$ cat src/rtl/da_wave_gen.sv
// DDS waveform generator: divided sample tick, phase accumulator, external sine ROM,
// and a three-stage pipeline that shapes sine/saw/triangle/square samples for a DAC.
module da_wave_gen #(
   parameter int DATA_W  = 10,
   parameter int ROM_DW  = 8,
   parameter int PHASE_W = 10,
   parameter int ACC_W   = 16,
   parameter int DIV_W   = 8
) (
   input  logic               CLK_50M,
   input  logic               RST,
   input  logic               EN,
   input  logic [1:0]         MODE,
   input  logic [ACC_W-1:0]   FREQ_WORD,
   input  logic [DIV_W-1:0]   DIV,
   input  logic               CFG_LOAD,
   output logic [PHASE_W-1:0] rom_addr,
   input  logic [ROM_DW-1:0]  rom_q,
   output logic [DATA_W-1:0]  da_data,
   output logic               da_start,
   output logic               cfg_pending,
   output logic               wrap
);

   typedef enum logic [0:0] {IDLE = 1'b0, RUN = 1'b1} state_t;

   state_t               state_r, state_nxt;
   logic [DIV_W-1:0]     cnt_r, div_r, sh_div_r;
   logic [ACC_W-1:0]     acc_r, fw_r, sh_fw_r, acc_sum_s;
   logic [1:0]           mode_r, sh_mode_r;
   logic                 carry_s, work_s, tick_s, apply_s;
   logic [PHASE_W-1:0]   phase_s, p1_r, p2_r, p3_r;
   logic [1:0]           m1_r, m2_r, m3_r;
   logic                 v1_r, v2_r, v3_r;
   logic [ROM_DW-1:0]    q3_r;
   logic [PHASE_W-2:0]   tri_s;
   logic [DATA_W-1:0]    sample_s;

   function automatic logic [DATA_W-1:0] align_phase(input logic [PHASE_W-1:0] v);
      return DATA_W'({v, {DATA_W{1'b0}}} >> PHASE_W);
   endfunction

   function automatic logic [DATA_W-1:0] align_rom(input logic [ROM_DW-1:0] q);
      return DATA_W'({q, {DATA_W{1'b0}}} >> ROM_DW);
   endfunction

   // State register
   always_ff @(posedge CLK_50M or posedge RST) begin
      if (RST) state_r <= IDLE;
      else     state_r <= state_nxt;
   end

   // Next-state logic
   always_comb begin
      state_nxt = state_r;
      case (state_r)
         IDLE:    if (EN) state_nxt = RUN;  else state_nxt = IDLE;
         RUN:     if (EN) state_nxt = RUN;  else state_nxt = IDLE;
         default: state_nxt = IDLE;
      endcase
   end

   // A RUN cycle with EN already low is treated as idle so the outputs go quiet on the next edge.
   assign work_s               = (state_r == RUN) && EN;
   assign tick_s               = work_s && (cnt_r == div_r);
   assign phase_s              = acc_r[ACC_W-1 -: PHASE_W];
   assign {carry_s, acc_sum_s} = {1'b0, acc_r} + {1'b0, fw_r};
   assign apply_s              = cfg_pending && ((tick_s && carry_s) || (state_r == IDLE));

   // Sample shaping for the last pipeline stage
   always_comb begin
      sample_s = {DATA_W{1'b0}};
      if (p3_r[PHASE_W-1]) tri_s = ~p3_r[PHASE_W-2:0];
      else                 tri_s = p3_r[PHASE_W-2:0];
      case (m3_r)
         2'b00:   sample_s = align_rom(q3_r);
         2'b01:   sample_s = align_phase(p3_r);
         2'b10:   sample_s = align_phase({tri_s, 1'b0});
         2'b11:   sample_s = {DATA_W{~p3_r[PHASE_W-1]}};
         default: sample_s = {DATA_W{1'b0}};
      endcase
   end

   // Shadow capture and application of the configuration
   always_ff @(posedge CLK_50M or posedge RST) begin
      if (RST) begin
         sh_mode_r   <= 2'b00;
         sh_fw_r     <= {ACC_W{1'b0}};
         sh_div_r    <= {DIV_W{1'b0}};
         mode_r      <= 2'b00;
         fw_r        <= {ACC_W{1'b0}};
         div_r       <= {DIV_W{1'b0}};
         cfg_pending <= 1'b0;
      end else begin
         if (CFG_LOAD) begin
            sh_mode_r <= MODE;
            sh_fw_r   <= FREQ_WORD;
            sh_div_r  <= DIV;
         end
         if (apply_s) begin
            mode_r <= sh_mode_r;
            fw_r   <= sh_fw_r;
            div_r  <= sh_div_r;
         end
         if (CFG_LOAD)     cfg_pending <= 1'b1;
         else if (apply_s) cfg_pending <= 1'b0;
      end
   end

   // Divider, accumulator and ROM-latency-matched sample pipeline
   always_ff @(posedge CLK_50M or posedge RST) begin
      if (RST) begin
         cnt_r    <= {DIV_W{1'b0}};
         acc_r    <= {ACC_W{1'b0}};
         rom_addr <= {PHASE_W{1'b0}};
         p1_r     <= {PHASE_W{1'b0}};
         p2_r     <= {PHASE_W{1'b0}};
         p3_r     <= {PHASE_W{1'b0}};
         m1_r     <= 2'b00;
         m2_r     <= 2'b00;
         m3_r     <= 2'b00;
         v1_r     <= 1'b0;
         v2_r     <= 1'b0;
         v3_r     <= 1'b0;
         q3_r     <= {ROM_DW{1'b0}};
         da_data  <= {DATA_W{1'b0}};
         da_start <= 1'b0;
         wrap     <= 1'b0;
      end else if (work_s) begin
         cnt_r <= tick_s ? {DIV_W{1'b0}} : cnt_r + DIV_W'(1);
         if (tick_s) begin
            acc_r    <= acc_sum_s;
            rom_addr <= phase_s;
            p1_r     <= phase_s;
            m1_r     <= mode_r;
         end
         v1_r     <= tick_s;
         wrap     <= tick_s && carry_s;
         p2_r     <= p1_r;
         m2_r     <= m1_r;
         v2_r     <= v1_r;
         p3_r     <= p2_r;
         m3_r     <= m2_r;
         v3_r     <= v2_r;
         q3_r     <= rom_q;
         if (v3_r) da_data <= sample_s;
         da_start <= v3_r;
      end else begin
         cnt_r    <= {DIV_W{1'b0}};
         acc_r    <= {ACC_W{1'b0}};
         rom_addr <= {PHASE_W{1'b0}};
         v1_r     <= 1'b0;
         v2_r     <= 1'b0;
         v3_r     <= 1'b0;
         da_data  <= {DATA_W{1'b0}};
         da_start <= 1'b0;
         wrap     <= 1'b0;
      end
   end

endmodule

$ cat config.mk
export PLATFORM = sky130hd
export DESIGN_NAME = da_wave_gen
export DESIGN_NICKNAME = d
export VERILOG_FILES = /design/src/rtl/da_wave_gen.sv
export SDC_FILE = /design/constraint.sdc
export NUM_CORES = 1
export LEC_CHECK = 0
export CORE_ASPECT_RATIO = 0.9
export CORE_MARGIN = 10
export CORE_UTILIZATION = 35
export CTS_CLUSTER_DIAMETER = 100
export DETAILED_ROUTE_END_ITERATION = 6
export PLACE_DENSITY = 0.51
export SETUP_SLACK_MARGIN = 0.1
export SLEW_MARGIN = 20
export SYNTH_ARGS = -nofsm -noshare
export SYNTH_HDL_FRONTEND = slang
export SYNTH_SLANG_ARGS = --single-unit
export TNS_END_PERCENT = 20
$ cat constraint.sdc
create_clock -name CLK_50M -period 6.1 [get_ports CLK_50M]
set_input_delay 0.915 -clock CLK_50M [delete_from_list [all_inputs] [get_ports CLK_50M]]
set_output_delay 0.915 -clock CLK_50M [all_outputs]
set_load 0.05 [all_outputs]
==> Word-level counts from Yosys, hierarchy flattened <==
Index checks and enable logic that the tools add are counted.
{ "totals": {"ff_bits": 147, "latch_bits": 0, "ram_bits": 0, "mem_bits_ro": 0, "in_bits": 38, "out_inout_bits": 23, "wordCells": 61, "n_memories": 0} }
{ "op_classes": {"addsub": 2, "n_mul": 0, "div": 0, "magnitude_cmp": 0, "eq_ne": 6, "shift": 0, "mux": 18, "bitwise_logic": 3, "n_reduce_logical": 8} }
{ "op_table": {"columns": ["operator", "count"], "rows": [
  ["$mux 10", 4],
  ["$pmux 10 s4", 1],
  ["$mux 16", 2],
  ["$add 16x16->17", 1],
  ["$mux 8", 2],
  ["$mux 9", 1],
  ["$not 9->9", 1],
  ["$add 8x1->8 const B", 1],
  ["$eq 8x8->1", 1],
  ["$mux 1", 8],
  ["$eq 2x2->1 const B", 2],
  ["$logic_and 1x1->1", 4],
  ["$ne 2x1->1 const B", 2],
  ["$eq 2x1->1 const B", 1],
  ["$logic_not 2->1", 1],
  ["$not 1->1", 2],
  ["$reduce_and 2->1", 1],
  ["$reduce_bool 2->1", 1],
  ["$logic_or 1x1->1", 1]
]} }

==> Longest topological paths before layout <==
{ "depth": {"depth_word": 7, "mapped_depth": 10, "ltp_nobuf": 8} }

==> Worst setup path before layout <==
OpenSTA, ideal clock, no wires.
{ "synth_path": {"path_kind": "register to register", "from": "register acc_r[0]", "to": "register div_r[0]", "setup_ns": 0.125, "arrival_ns": 2.509, "t_required_ns": 5.975, "setup_slack_ns": 3.466, "stages_incl_launch_ff": 11, "path_buffers": 2, "synth_period_minus_slack_ns": 2.634, "cell_sequence": "dfrtp_1 ha_1 fa_1 a21o_1 a221oi_4 o2bb2ai_2 nor3_2 a31o_1 buf_6 buf_12 mux2_4"} }
{ "synth_via": {"elab_chain_len": 4} }
{ "synth_lines": {"columns": ["element", "line", "rtl"], "rows": [
  ["start, declared", "29", "logic [ACC_W-1:0] acc_r, fw_r, sh_fw_r, acc_sum_s;"],
  ["start signal, assigned", "114", "acc_r <= {ACC_W{1'b0}};"],
  ["start signal, assigned", "132", "acc_r <= acc_sum_s;"],
  ["start signal, assigned", "150", "acc_r <= {ACC_W{1'b0}};"],
  ["$add 16x16->17", "67", "assign {carry_s, acc_sum_s} = {1'b0, acc_r} + {1'b0, fw_r};"],
  ["$logic_and 1x1->1", "68", "assign apply_s = cfg_pending && ((tick_s && carry_s) || (state_r == IDLE));"],
  ["$logic_or 1x1->1", "68", null],
  ["$logic_and 1x1->1", "68", null],
  ["end signal, assigned", "92", "div_r <= {DIV_W{1'b0}};"],
  ["end signal, assigned", "103", "div_r <= sh_div_r;"],
  ["end, declared", "28", "logic [DIV_W-1:0] cnt_r, div_r, sh_div_r;"]
]} }
Every way passes these cells.
A chain may end at the register's enable or synchronous reset.

==> Worst setup path in the final report <==
{ "layout_path": {"from": "input EN", "to": "register div_r[6]"} }
{ "layout_via": {"elab_chain_len": 5} }
{ "layout_lines": {"columns": ["element", "line", "rtl"], "rows": [
  ["start, declared", "12", "input logic EN,"],
  ["$logic_and 1x1->1", "64", "assign work_s = (state_r == RUN) && EN;"],
  ["$logic_and 1x1->1", "65", "assign tick_s = work_s && (cnt_r == div_r);"],
  ["$logic_and 1x1->1", "68", null],
  ["$logic_or 1x1->1", "68", null],
  ["$logic_and 1x1->1", "68", null]
]} }
Every way passes these cells.

==> out/metrics.yaml <==
status: "completed"
rows: 48
final_util_pct: 42.9
synth_top_area_share_pct: 54.3
max_freq_mhz: 327
gp_congestion: 0.766
critPathRequiredTime_ns: 6.41
path_clk_slew_ns: 0.06
yosysUniqueCellTypes: 50
startpoint: "EN"
finalMaxSlewViolations: 0
critPathKind: "in -> reg"
yosysTopAreaCell: "dfrtp_1"
cts-root-buf: "clkbuf_16"
vias: 4477
grt_use_met3_pct: 3.48
post-route-min-period_ns: 3.06
startpoint_type: "input port"
power_leakage_uw: 0.00363
htree_levels: 4
fin_worst_skew_ns: 0.00930
finalSetupTns_ns: 0
worstHoldStart: "p2_r[2]$_DFFE_PP0P_"
grt_use_met2_pct: 17.7
nets: 711
synth_flop_cell: "dfrtp_1"
diodes: 0
fin_ws_ns: 3.04
setup_viol: 0
rsz0062_at_grt: "no"
synth_seq_cells: 147
cts_resized: 0
arrival_ns: 3.37
drive_gt1_share_pct: 16.5
antenna_found_initial: 0
wirelength_um: 14300
start_util_pct: 35.5
maxCapViolCount: 0
cts_hold_buf: 0
wl_per_cell_um: 15.5
final_area_mm2: 0.00819
drt_iter0_markers: 250
numCtsBuffers: 17
synth_edf_count: 0
hold_viol: 0
power_density_mw_per_mm2: 299
slew_headroom_pct: 32.3
whs_ns: 0.467
syn_nets: 657
pre_cts_slack_ns: 2.58
die_area_mm2: 0.0253
cts_post_setup_buffers_inserted: 0
die_x_um: 167
gr-total-overflow: 0
top_usage_layer: "met2"
dpl.hpwl_um: 9710
cp-end-kind: "register"
synthesis.area_mm2: 0.00677
grt_start_max_net_pins: 90
use_met1_pct: 15.3
clock_latency_ns: 0.43
syn_inst: 601
clockBufferDepth: 2
hold_class: "reg -> reg"
synth.avg_cell_area_um2: 11.3
ys_seq_area_share_pct: 54.3
dr.pass1.iters: 4
die_h_um: 152
period_share_pct: 50.2
pin_count: 61
path_max_fanout: 63
core_mm2: 0.0191
grt_pass1_vias: 4690
area_delta_synth_final_pct: 21.0
drc: 0
ys_async_sr_fraction_pct: 100
grt_util_all_layers_pct: 11.7
synth-warning-count: 0
placedInstanceArea_mm2: 0.00758
grt_first_pass_wirelength_um: 24500
ir_worst_vdd_mv: 0.184
tightest_slew_ns: 1.01
clkSinkCount: 147
io_buffers: 60
drt.antenna.violating_nets: 0
ys_top_cells_by_area: "dfrtp_1, mux2_2, nand2_1"
cts_tree: "done"
regToRegStartpoint: "cnt_r[2]$_DFF_PP0_"
post_drt_via_cell_ratio: 4.88
## per-stage QoR
| step | std cells | power [uW] |
|---|---|---|
| 2_1_floorplan | 601 | 1310 |
| 3_3_place_gp | 886 | 1370 |
| 3_5_place_dp | 886 | 1380 |
| 4_1_cts | 918 | 2490 |
| 5_1_grt | 918 | 2560 |
| 6_report | 918 | 2450 |
## worst max-delay path, cell delays in order
cell and delay, ns:
clkdlybuf4s50_1 0.59, nand2_2 0.07, buf_4 0.32, nor3_2 0.24, buf_4 0.26, a31o_1 0.18, buf_4 0.40, mux2_2 0.38
## layer usage
metal / vias up / share of wire [%]
li1: 2204 / -
met1: 2169 / 49
met2: 92 / 45
met3: 12 / 4.9
met4: 0 / 1.4
met5: - / 0
## kinds of logic after synthesis
group                    count (synthesis)  synth area share (%)
AO/OA/AOI/OAI                          100                  9.70
buffers and inverters                   35                  2.57
AND/OR/NAND/NOR                        194                  12.4
XOR/XNOR                                26                  3.36
adder cells (fa/ha/maj)                 18                  3.44
flip-flops                             147                  54.3
multiplexers                            81                  14.3
## cells in the mapped netlist (2+ instances only)
cell       instances
a211oi_1           6
a21o_1             5
a21oi_1           26
a22oi_1            3
a2bb2oi_1          2
and2_1             4
and3_1             6
buf_1              2
buf_12             2
buf_2              2
clkbuf_1          23
dfrtp_1          147
ha_1              17
inv_1              5
mux2_2            44
mux2_4            20
mux2i_1           17
nand2_1          113
nand2b_1          12
nand3_1           13
nand4_1            4
nor2_1            35
nor2b_1            2
nor3_2             2
o211ai_1          10
o21ai_0           25
o21bai_1           2
o22ai_1            6
xnor2_1           17
xor2_1             9
## cell type report
type | instances | area [um^2]
Inverter | 5 | 23.8
Timing Repair Buffer | 65 | 633
Clock buffer | 18 | 439
Clock inverter | 14 | 178
Sequential cell | 147 | 3680
Multi-Input combinational cell | 419 | 2930
Fill cell | 1827 | 10900
Tap cell | 250 | 313
## power by group
group	internal [uW]	leakage [uW]	switching (uW)
clock network	658	0.000290	429
logic	139	0.00143	125
registers	1040	0.00192	56.3
## state kept, by name, summed over array words and instances, names as in the netlist, 2 cells and up
name	count
acc_r	16
fw_r	16
sh_fw_r	16
da_data	10
p1_r	10
p2_r	10
p3_r	10
rom_addr	10
cnt_r	8
div_r	8
q3_r	8
sh_div_r	8
m1_r	2
m2_r	2
m3_r	2
mode_r	2
sh_mode_r	2
## worst paths after layout
kind	endpoint	slack, ns	cells after the start
max	div_r[6]$_DFFE_PP0P_	3.04	8
min	p3_r[2]$_DFFE_PP0P_	0.47	2
max reg2reg	div_r[6]$_DFFE_PP0P_	3.09	7
min reg2reg	p3_r[2]$_DFFE_PP0P_	0.47	2
max in group asynchronous	div_r[6]$_DFFE_PP0P_	3.77	3
min in group asynchronous	rom_addr[0]$_DFFE_PP0P_	1.02	2
## layout by cell type, fill, tap and decap left out, types with 6 or more instances in the layout
master and instances:
o211ai_1 10, a21oi_1 26, clkbuf_16 17, o22ai_1 6, xor2_1 9, o21ai_0 25
clkdlybuf4s50_1 59, nand3_1 13, mux2_4 20, a211oi_1 6, nand2_1 112, nor2_1 35
mux2_2 44, dfrtp_1 147, mux2i_1 17, and3_1 6, nand2b_1 12, ha_1 17
xnor2_1 17
No activity file was read; power rests on OpenSTA's default activity.
